--- config.mk ---
export PLATFORM = sky130hd
export DESIGN_NAME = multistep_universal_shift_register
export DESIGN_NICKNAME = d
export VERILOG_FILES = /design/src/rtl/multistep_universal_shift_register.sv
export SDC_FILE = /design/constraint.sdc
export NUM_CORES = 1
export LEC_CHECK = 0
export ABC_AREA = 1
export CORE_ASPECT_RATIO = 0.5
export CORE_MARGIN = 1.5
export CORE_UTILIZATION = 40
export CTS_BUF_LIST = sky130_fd_sc_hd__clkbuf_8
export CTS_CLUSTER_SIZE = 30
export DETAILED_ROUTE_END_ITERATION = 8
export HOLD_SLACK_MARGIN = 0.06
export PLACE_DENSITY = 0.66
export SETUP_SLACK_MARGIN = 0.2
export SYNTH_ARGS = -nofsm -noshare
export SYNTH_HDL_FRONTEND = slang
export SYNTH_SLANG_ARGS = --single-unit
--- constraint.sdc ---
create_clock -name clk -period 1.8 [get_ports clk]
set_input_delay 0.18 -clock clk [delete_from_list [all_inputs] [get_ports clk]]
set_output_delay 0.18 -clock clk [all_outputs]
set_load 0.03 [all_outputs]
--- src/rtl/multistep_universal_shift_register.sv ---
// multistep_universal_shift_register: universal shift/rotate register running one step per clock,
// with a start/busy/done handshake, shift counts and a shifted-out bit.
module multistep_universal_shift_register #(
    parameter int WIDTH = 8,
    parameter int AMT_W = 4
) (
    input  logic             clk,
    input  logic             reset,
    input  logic             start,
    input  logic [2:0]       op,
    input  logic [AMT_W-1:0] amount,
    input  logic             serial_in_left,
    input  logic             serial_in_right,
    input  logic [WIDTH-1:0] parallel_in,
    output logic [WIDTH-1:0] q,
    output logic             shift_out,
    output logic             busy,
    output logic             done
);
    typedef enum logic {IDLE, RUN} state_t;
    localparam logic [2:0] OP_HOLD  = 3'd0;
    localparam logic [2:0] OP_SHR   = 3'd1;
    localparam logic [2:0] OP_SHL   = 3'd2;
    localparam logic [2:0] OP_LOAD  = 3'd3;
    localparam logic [2:0] OP_ROR   = 3'd4;
    localparam logic [2:0] OP_ROL   = 3'd5;
    localparam logic [2:0] OP_ASR   = 3'd6;
    localparam logic [2:0] OP_CLEAR = 3'd7;
    state_t           state_q, state_d;
    logic [AMT_W-1:0] cnt_q, cnt_d;
    logic [2:0]       op_q, op_d;
    logic [WIDTH-1:0] q_q, q_d;
    logic             so_q, so_d, done_q, done_d;
    logic [2:0]       cur_op;
    logic [WIDTH-1:0] step_q;
    logic             step_out, is_shift;
    // In RUN the latched op drives the step; in IDLE the incoming op does.
    always_comb begin
        cur_op   = (state_q == RUN) ? op_q : op;
        step_q   = q_q;
        step_out = so_q;
        is_shift = cur_op inside {OP_SHR, OP_SHL, OP_ROR, OP_ROL, OP_ASR};
        case (cur_op)
            OP_SHR: begin step_q = {serial_in_left, q_q[WIDTH-1:1]};  step_out = q_q[0];       end
            OP_SHL: begin step_q = {q_q[WIDTH-2:0], serial_in_right}; step_out = q_q[WIDTH-1]; end
            OP_ROR: begin step_q = {q_q[0], q_q[WIDTH-1:1]};          step_out = q_q[0];       end
            OP_ROL: begin step_q = {q_q[WIDTH-2:0], q_q[WIDTH-1]};    step_out = q_q[WIDTH-1]; end
            OP_ASR: begin step_q = {q_q[WIDTH-1], q_q[WIDTH-1:1]};    step_out = q_q[0];       end
            default: ;
        endcase
    end
    always_comb begin
        state_d = state_q;
        cnt_d   = cnt_q;
        op_d    = op_q;
        q_d     = q_q;
        so_d    = so_q;
        done_d  = 1'b0;
        if (state_q == RUN) begin
            q_d   = step_q;
            so_d  = step_out;
            cnt_d = cnt_q - 1'b1;
            if (cnt_q == AMT_W'(1)) begin
                state_d = IDLE;
                done_d  = 1'b1;
            end
        end else if (start) begin
            op_d = op;
            if (op == OP_LOAD) q_d = parallel_in;
            if (op == OP_CLEAR) begin
                q_d  = '0;
                so_d = 1'b0;
            end
            if (is_shift && amount != '0) begin
                q_d  = step_q;
                so_d = step_out;
            end
            if (is_shift && amount > AMT_W'(1)) begin
                cnt_d   = amount - 1'b1;
                state_d = RUN;
            end else begin
                done_d = 1'b1;
            end
        end
    end
    always_ff @(posedge clk or posedge reset) begin
        if (reset) begin
            state_q <= IDLE;
            cnt_q   <= '0;
            op_q    <= OP_HOLD;
            q_q     <= '0;
            so_q    <= 1'b0;
            done_q  <= 1'b0;
        end else begin
            state_q <= state_d;
            cnt_q   <= cnt_d;
            op_q    <= op_d;
            q_q     <= q_d;
            so_q    <= so_d;
            done_q  <= done_d;
        end
    end
    assign q         = q_q;
    assign shift_out = so_q;
    assign busy      = (state_q == RUN);
    assign done      = done_q;
endmodule

==> results.py <==
metrics = {
    "sta": {
        "min_period_ns": 1.56,
        "maxSlewViolCount": 0,
        "finalCritPeriodShare_pct": 86.9,
        "finalSetupViolations": 0,
        "fmaxAchievable_mhz": 640,
        "rsz0062_at_grt": "true",
        "finalHoldViolCount": 0,
        "fin_skew_ns": 0.00523,
        "slew_headroom_pct": 78.2,
        "fin_tns_setup_ns": 0,
        "tightestPinTransition_ns": 0.327,
    },
    "final_layout": {
        "final_cell_mix": "81 x nand2_1, 23 x clkdlybuf4s50_1, 22 x inv_1",
        "fin_cells": 314,
        "antenna_cells": 0,
        "final_common_cell": "nand2_1",
        "area_growth_pct": 45.8,
        "final_area_sq_mm": 0.00207,
        "nets": 289,
        "drive_above_1_share_pct": 20.9,
    },
    "status": {
        "status": "finished clean",
    },
    "worst_setup_path": {
        "crit_chain": "inv_4 -> nand2_1 -> nand2_2 -> nand2_4 -> nand3_4 -> nand2_4 -> nand3_4 -> nand2_8 -> buf_12 -> nand2_1 -> nand2_1",
        "cp.arrival_ns": 1.72,
        "critPathLaunchType": "flop",
        "worstSetupEndpointType": "flop",
        "slowest_delay_ns": 0.46,
        "r2r-end": "q[5]",
        "r2r_setup_slack_ns": 0.24,
        "worstSetupPathType": "flop to flop",
        "crit_path_max_fanout": 7,
        "r2r-start": "busy",
        "timing.critical_path.mode_cell": "nand2_1",
        "worstRegToRegCells": 11,
        "cp.required_ns": 1.96,
        "crit_slowest_cell": "dfrtp_2",
    },
    "yosys": {
        "synth_cells": 213,
        "synth_nets": 238,
        "yosysSeqAreaShare_pct": 31.7,
        "ys_ff_latch": 18,
        "yosysWarnings": 0,
        "synth_cell_types": 25,
        "synth_area_per_cell_sq_um": 6.67,
        "mappedNetlistArea_sq_mm": 0.00142,
    },
    "cts": {
        "clockBufferDepth": 2,
        "cts_tree": "yes",
        "path_clk_slew_ns": 0.07,
        "postCtsHoldBufs": 0,
        "clock-sinks": 18,
        "htree_num_levels": 1,
        "numCtsBuffers": 3,
        "clock_latency_ns": 0.26,
        "cts-root-buf": "clkbuf_8",
    },
    "placement": {
        "dpl.cell_count": 300,
        "port_buffers": 30,
        "dpl.hpwl_mm": 2.58,
        "placed_area_sq_mm": 0.00183,
        "place.gp.congestion": 0.856,
    },
    "grt": {
        "grt_max_degree": 13,
        "antenna_found_initial": 0,
        "grt_pass1_wl_mm": 5.62,
        "grt_pass1_vias": 1257,
        "overflow": 0,
        "track_usage_pct": 18.3,
    },
    "die": {
        "dieArea_sq_mm": 0.00394,
        "die_w_um": 87.3,
        "coreArea_sq_mm": 0.00342,
        "die_h_um": 45.2,
        "initial_core_util_pct": 41.6,
        "ios": 31,
        "rows": 15,
    },
    "drt": {
        "dr.pass1.iters": 4,
        "drc": 0,
        "ant_nets": 0,
        "vias": 1499,
        "drt_iter0_drc": 71,
        "routed_wl_mm": 3.48,
        "wl_per_cell_um": 11.1,
        "viasPerCell": 4.77,
    },
    "pwr": {
        "p_leak_uw": 0.00109,
        "powerDensity_mw_per_mm2": 1940,
        "ir_worst_vdd_mv": 0.678,
    },
    "min_path": {
        "min_path_type": "input pin to async pin",
    },
    "run": {
        "max_cap_viol_count": 0,
    },
}
[power by group]
part | switching (uW) | internal, uW
Sequential | 213 | 625
Clock | 143 | 195
Combinational | 1670 | 1180
[layer usage]
layer | GRT usage (%) | vias up | share of wire, %
met2 | 30.3 | 36 | 46
li1 | - | 781 | -
met5 | 0 | - | 0
met3 | 3.29 | 4 | 3.9
met1 | 25.7 | 678 | 50
met4 | 2.86 | 0 | 0.72
[per-stage QoR]
stage               power, uW  hold WS [ns]  util, %  setup slack [ns]
floorplan                2600         0.119        -             0.216
global placement         3230         0.461     53.7           -0.0606
detailed placement       3260         0.472     53.7           -0.0727
CTS                      3790         0.198     57.3             0.202
global route             4400         0.223     60.7             0.130
finish                   4020         0.185     60.7             0.237
[area by class of cell]
class / instances / area (sq um)
clock buffer: 4 / 55.1
fill: 330 / 1340
inverter: 24 / 100
multi-input combinational: 169 / 932
sequential: 18 / 452
tap: 51 / 63.8
timing repair buffer: 48 / 469
[worst max path at each step]
| stage | start | cells after the start | end |
|---|---|---|---|
| after floorplan | busy | 11 | q[1] |
| after global placement | op[0] | 12 | q[6] |
| after detailed placement | op[0] | 12 | q[0] |
| after CTS | q[0] | 1 | q[0] |
| after global routing | busy | 11 | q[5] |
| final | busy | 11 | q[5] |
[state kept, by name, indices dropped and copies added, names as in the netlist]
signal	cells
shift_out	1
busy	1
cnt_q	4
done	1
q	8
op_q	3
[worst max-delay path, delay by kind of cell, from the launching register on]
kind,cells,cell delay [ns]
buffers and inverters,2,0.24
AND/OR/NAND/NOR,9,0.74
flip-flops,1,0.46
[repair_timing]
| item | CTS | global route |
|---|---|---|
| gates resized for setup | 6 | 25 |
| buffers inserted | 5 | 5 |
| pin swaps | 2 | 10 |
| endpoints found under the setup margin | 16 | 20 |
[synth_stat cells (all sizes together)]
cell / n / area [sq um]
nand2: 98 / 398
inv: 24 / 92.6
dfrtp: 18 / 450
nor2: 16 / 60.1
nand3: 15 / 130
o21ai: 14 / 81.3
a21oi: 8 / 43.8
nand4: 7 / 43.8
ha: 5 / 62.6
buf: 2 / 12.5
xnor2: 2 / 17.5
and2: 1 / 6.26
nor3: 1 / 5.00
o2111ai: 1 / 8.76
xor2: 1 / 8.76
[cells by family after synthesis]
family | synth area share, %
AND/OR/NAND/NOR | 45.2
buffers and inverters | 7.39
AO/OA/AOI/OAI | 9.42
flip-flops | 31.7
adder cells (fa/ha/maj) | 4.40
XOR/XNOR | 1.85
No activity file was read; power rests on OpenSTA's default activity.
